==> config.mk <==
export PLATFORM = sky130hd
export DESIGN_NAME = pdi_bear_ship_tx
export DESIGN_NICKNAME = d
export VERILOG_FILES = /design/src/rtl/pdi_pkg.sv /design/src/rtl/pdi_tx_chan.sv /design/src/rtl/pdi_bear_ship_tx.sv
export SDC_FILE = /design/constraint.sdc
export NUM_CORES = 1
export LEC_CHECK = 0
export ABC_AREA = 0
export ABC_CLOCK_PERIOD_IN_PS = 1850
export BUFFER_PORTS_ARGS = -buffer_cell sky130_fd_sc_hd__buf_2
export CAP_MARGIN = 0
export CELL_PAD_IN_SITES_DETAIL_PLACEMENT = 1
export CELL_PAD_IN_SITES_GLOBAL_PLACEMENT = 1
export CORE_ASPECT_RATIO = 0.6
export CORE_UTILIZATION = 45
export CTS_BUF_LIST = sky130_fd_sc_hd__clkbuf_2 sky130_fd_sc_hd__clkbuf_4 sky130_fd_sc_hd__clkbuf_8
export CTS_CLUSTER_DIAMETER = 120
export CTS_CLUSTER_SIZE = 40
export DETAILED_ROUTE_END_ITERATION = 6
export HOLD_SLACK_MARGIN = 0.03
export PLACE_DENSITY_LB_ADDON = 0.1
export SYNTH_ARGS = -nofsm -noshare
export SYNTH_HDL_FRONTEND = slang
export SYNTH_SLANG_ARGS = --single-unit
==> constraint.sdc <==
create_clock -name Clk -period 1.85 [get_ports Clk]
set_clock_uncertainty 0.05 [all_clocks]
set_input_delay 0.37 -clock Clk [delete_from_list [all_inputs] [get_ports Clk]]
set_output_delay 0.37 -clock Clk [all_outputs]
set_load 0.03 [all_outputs]
==> src/rtl/pdi_pkg.sv <==
// Shared types and helpers for the PDI bearing/ship transmit link.
// State encodings, default channel widths and the binary-to-Gray helper.
package pdi_pkg;

  localparam int BEAR_W = 12;
  localparam int SHIP_W = 8;

  typedef enum logic [1:0] {
    PDI_ST_IDLE  = 2'd0,
    PDI_ST_SHIFT = 2'd1,
    PDI_ST_DONE  = 2'd2
  } pdi_st_e;

  // Sized at 32 bits so any channel width can cast in and out of it.
  function automatic logic [31:0] bin2gray(input logic [31:0] b);
    return b ^ (b >> 1);
  endfunction

endpackage

==> src/rtl/pdi_tx_chan.sv <==
// One PDI transmit channel: input sync, edge detect, frame FSM, shift register and bit counter.
// The word to send arrives on load_val and is captured on each latch rising edge.
module pdi_tx_chan
  import pdi_pkg::*;
#(
  parameter int W           = 8,
  parameter int SYNC_STAGES = 2
) (
  input  logic         clk,
  input  logic         reset,
  input  logic [W-1:0] load_val,
  input  logic         pdi_clk,
  input  logic         pdi_lt,
  input  logic         clr_err,
  output logic         dat,
  output logic         frame_done,
  output logic         over_clk
);

  localparam int CW = (W > 1) ? $clog2(W) : 1;

  logic [SYNC_STAGES-1:0] clk_sync, lt_sync;
  logic                   clk_d, lt_d;
  logic                   rise, fall;
  pdi_st_e                state, state_nxt;
  logic [W-1:0]           sr;
  logic [CW-1:0]          cnt;
  logic                   shift_en, done_set, over_set;

  always_ff @(posedge clk) begin
    if (reset) begin
      clk_sync <= '0;
      lt_sync  <= '0;
      clk_d    <= 1'b0;
      lt_d     <= 1'b0;
    end else begin
      clk_sync <= {clk_sync[SYNC_STAGES-2:0], pdi_clk};
      lt_sync  <= {lt_sync[SYNC_STAGES-2:0], pdi_lt};
      clk_d    <= clk_sync[SYNC_STAGES-1];
      lt_d     <= lt_sync[SYNC_STAGES-1];
    end
  end

  assign rise = lt_sync[SYNC_STAGES-1] & ~lt_d;
  assign fall = ~clk_sync[SYNC_STAGES-1] & clk_d;

  always_ff @(posedge clk) begin
    if (reset) state <= PDI_ST_IDLE;
    else       state <= state_nxt;
  end

  // A latch edge always restarts the frame and swallows a coincident clock fall.
  always_comb begin
    state_nxt = state;
    case (state)
      PDI_ST_IDLE:  if (rise) state_nxt = PDI_ST_SHIFT;
      PDI_ST_SHIFT: if (rise) state_nxt = PDI_ST_SHIFT;
                    else if (fall && cnt == '0) state_nxt = PDI_ST_DONE;
      PDI_ST_DONE:  if (rise) state_nxt = PDI_ST_SHIFT;
      default:      state_nxt = PDI_ST_IDLE;
    endcase
  end

  always_comb begin
    dat      = 1'b0;
    shift_en = 1'b0;
    done_set = 1'b0;
    over_set = 1'b0;
    case (state)
      PDI_ST_SHIFT: begin
        dat      = sr[W-1];
        shift_en = fall && !rise && cnt != '0;
        done_set = fall && !rise && cnt == '0;
      end
      PDI_ST_DONE:  over_set = fall && !rise;
      default: ;
    endcase
  end

  always_ff @(posedge clk) begin
    if (reset) begin
      sr         <= '0;
      cnt        <= '0;
      frame_done <= 1'b0;
      over_clk   <= 1'b0;
    end else begin
      if (rise) begin
        sr  <= load_val;
        cnt <= CW'(W - 1);
      end else if (shift_en) begin
        sr  <= {sr[W-2:0], 1'b0};
        cnt <= cnt - CW'(1);
      end
      frame_done <= done_set;
      over_clk   <= over_set | (over_clk & ~clr_err);
    end
  end

endmodule

==> src/rtl/pdi_bear_ship_tx.sv <==
// Two-channel PDI transmitter: bearing (ch0) and ship (ch1) holding registers feeding two channels.
// Define PDI_GRAY_EN to Gray-code the bearing word on its load path; holding regs stay binary.
module pdi_bear_ship_tx #(
  parameter int BEAR_W      = pdi_pkg::BEAR_W,
  parameter int SHIP_W      = pdi_pkg::SHIP_W,
  parameter int SYNC_STAGES = 2
) (
  input  logic              Clk,
  input  logic              Reset,
  input  logic [BEAR_W-1:0] BearIn,
  input  logic              BearWe,
  input  logic [SHIP_W-1:0] ShipIn,
  input  logic              ShipWe,
  input  logic [1:0]        PdiClk,
  input  logic [1:0]        PdiLt,
  output logic [1:0]        PdiDat,
  output logic [1:0]        FrameDone,
  output logic [1:0]        OverClk,
  input  logic              ClrErr
);
  import pdi_pkg::*;

  logic [BEAR_W-1:0] bear_hold, bear_load;
  logic [SHIP_W-1:0] ship_hold;

  // Channels sample the hold value at the load edge, so a same-cycle write lands in the next frame.
  always_ff @(posedge Clk) begin
    if (Reset) begin
      bear_hold <= '0;
      ship_hold <= '0;
    end else begin
      if (BearWe) bear_hold <= BearIn;
      if (ShipWe) ship_hold <= ShipIn;
    end
  end

`ifdef PDI_GRAY_EN
  assign bear_load = BEAR_W'(bin2gray(32'(bear_hold)));
`else
  assign bear_load = bear_hold;
`endif

  pdi_tx_chan #(.W(BEAR_W), .SYNC_STAGES(SYNC_STAGES)) u_ch0 (
    .clk        (Clk),
    .reset      (Reset),
    .load_val   (bear_load),
    .pdi_clk    (PdiClk[0]),
    .pdi_lt     (PdiLt[0]),
    .clr_err    (ClrErr),
    .dat        (PdiDat[0]),
    .frame_done (FrameDone[0]),
    .over_clk   (OverClk[0])
  );

  pdi_tx_chan #(.W(SHIP_W), .SYNC_STAGES(SYNC_STAGES)) u_ch1 (
    .clk        (Clk),
    .reset      (Reset),
    .load_val   (ship_hold),
    .pdi_clk    (PdiClk[1]),
    .pdi_lt     (PdiLt[1]),
    .clr_err    (ClrErr),
    .dat        (PdiDat[1]),
    .frame_done (FrameDone[1]),
    .over_clk   (OverClk[1])
  );

endmodule

==> run summary <==
Critical path class = reg -> out
HPWL Detailed = 4.08 mm
Inserted Diodes = 0
Met3 wire length = 245 um
Met2 Routed Length = 2.47 mm
GRT Resource Usage Total = 0.206
CTS Hold Bufs = 0
CTS max path bufs = 2
Detailed Route WL = 5.81 mm
Detailed Route Iter0 Violations = 59
Cells after synthesis = 286
Average routed wire per standard cell = 14.5 um
Signal arrival time at the worst endpoint = 1290 ps
Worst-margin pin slew = 532 ps
Clock sink count = 67
RD Place Congestion = 0.705
Most common cell after layout, fill and taps aside = dfxtp_1
Worst hold start = PdiClk[1]
Power share of the combinational group = 0.092
Number of synthesized register bits = 67
Sum Neg Setup Slack = 0 ps
Syn Nets = 318
TritonCTS buffer count = 9
Final ANT Viol Nets = 0
Rel. slew slack = 0.646
First-pass GRT wire length = 9.54 mm
Worst min path class = in -> reg
Avg Cell Area, Syn = 9.45 um2
Clk_lat worst skew = 340 ps
Hold_ws = 194 ps
# IOs = 35
CP Capture Type = primary output
M1 wire length = 3.03 mm
Final hold violations = 0
Die W = 102 um
Starting density of the core = 0.476
Final min period = 1710 ps
Critical Path RT = 1430 ps
Area delta synth->final = 15.1%
Max Slew Vio Count = 0
Internal = 2120 uW
Vias in the first global route = 2017
Outcome = finished, final reports clean
Final Power = 2840 uW
Core area = 5680 um2
RSZ-0062 raised after global routing = no
Syn Std Cell Area = 2700 um2
Crit path launch = u_ch1.state[0]
Max FO, Critical Path = 4
Setup-failing EPs final = 0
CTS H-tree lvls = 3
Fraction of layout cells with a size suffix above 1 = 0.219
Max Freq = 0.584 GHz
Via Count = 2035
Commonest non-fill, non-tap cells in the layout = dfxtp_1, nor2_1, nand2_1
Die area = 6330 um2
Worst VDD drop = 443 uV
DRC = 0
P_sw = 721 uW
Sw Ratio = 0.254
PortBufs = 34
Reg-to-reg startpoint = u_ch1.cnt[0]
Row count = 21
Initial antenna violation count = 0
Post-synth cell types = 37
Sequential share of power = 0.546
Max cap viols = 0
Detailed Routing Iterations Pass 1 = 4
CTS tree = yes
Register area share after synthesis = 0.497
Setup crit start kind = flip-flop
Clock-pin slew on the worst setup and hold paths = 70 ps
Die Y = 62.0 um
Largest net degree at the start of global routing = 34
Post-layout util = 0.548
Grt ovf = 0
Post-Place Cells = 383
Clock Power Share = 0.362
Uppermost layer routed = met4
Leakage = 0.00123 uW
Fin crit share = 0.925
CTS root buf = clkbuf_8
Yosys warns = 0
Power per cell area = 912 nW/um2
Final nets = 348
Post-DR vias/cell = 5.09
Final Instance Count excl. Fillers = 400
-- critical path: stages (launching register included) --
cell     delay, ps
dfxtp_1        420
nor2b_4        220
and2_1         130
buf_2          190
-- per-layer routing --
metal / up-vias / GRT usage
li1: 1031 / -
met1: 963 / 0.266
met2: 34 / 0.321
met3: 7 / 0.0705
met4: 0 / 0.0857
met5: - / 0
-- power groups by stage --
stage | clock network [uW] | registers [uW] | logic [uW]
after floorplan | 0 | 1570 | 183
after global placement | 0 | 1580 | 248
after detailed placement | 0 | 1580 | 260
after CTS | 1070 | 1550 | 262
after global routing | 1120 | 1560 | 295
final | 1030 | 1550 | 260
-- what timing repair did --
item                                    CTS  global route
gates resized for setup                   1             3
endpoints found under the setup margin    1             7
setup buffers                             0             2
pin swaps                                 0             1
-- area by class of cell --
| class | count | area [um2] |
|---|---|---|
| clock buffer | 10 | 131 |
| clock inverter | 5 | 31.3 |
| fill | 684 | 2560 |
| inverter | 4 | 15.0 |
| multi-input combinational | 191 | 1220 |
| sequential | 67 | 1340 |
| tap | 80 | 100 |
| timing repair buffer | 43 | 267 |
-- metrics by stage --
step | worst slack [ps] | instance area [um2]
floorplan | 266 | 2700
global placement | 242 | 2920
detailed placement | 154 | 2920
CTS | 57.5 | 3080
global route | 15.9 | 3110
finish | 138 | 3110
-- worst paths after layout --
kind	to	slack [ps]	cells after the start
worst max-delay path	PdiDat[1]	140	3
worst min-delay path	u_ch1.clk_sync[0]	190	2
worst max register to register	u_ch1.sr[0]	160	7
worst min register to register	u_ch1.lt_sync[1]	390	1
-- cell families after synthesis --
| family | synth area share |
|---|---|
| buffers and inverters | 0.0547 |
| and+or+nand+nor | 0.243 |
| AOI/OAI and AO/OA | 0.111 |
| xor gates and xnor gates | 0.00324 |
| DFF | 0.497 |
| adders and majority gates | 0.0139 |
| muxes | 0.0778 |
-- synthesized netlist by cell type, drive strengths merged --
master,count,area (um2)
nor3b,3,27.5
a2bb2oi,2,17.5
nor3,8,40.0
inv,4,15.0
nor2,47,176
nand2b,6,45.0
nor2b,17,109
clkbuf,7,26.3
nand2,39,146
and4b,1,10.0
a21oi,6,30.0
o31ai,1,21.3
buf,17,106
nor4,3,33.8
a311oi,19,185
and3,1,6.26
and2b,2,15.0
a22oi,1,7.51
mux2i,21,210
ha,3,37.5
xnor2,1,8.76
dfxtp,67,1340
o21ai,1,8.76
a211oi,4,30.0
and2,1,6.26
and3b,1,8.76
nand4bb,1,11.3
and4bb,1,12.5
nand3b,1,7.51
-- flip-flops by register name, summed over array words and instances, names as in the netlist, 3 cells and up --
name,cells
u_ch1.cnt,3
u_ch0.sr,12
u_ch0.cnt,4
u_ch1.sr,8
bear_hold,12
ship_hold,8
Note: power is estimated with default switching activity, not from simulation.
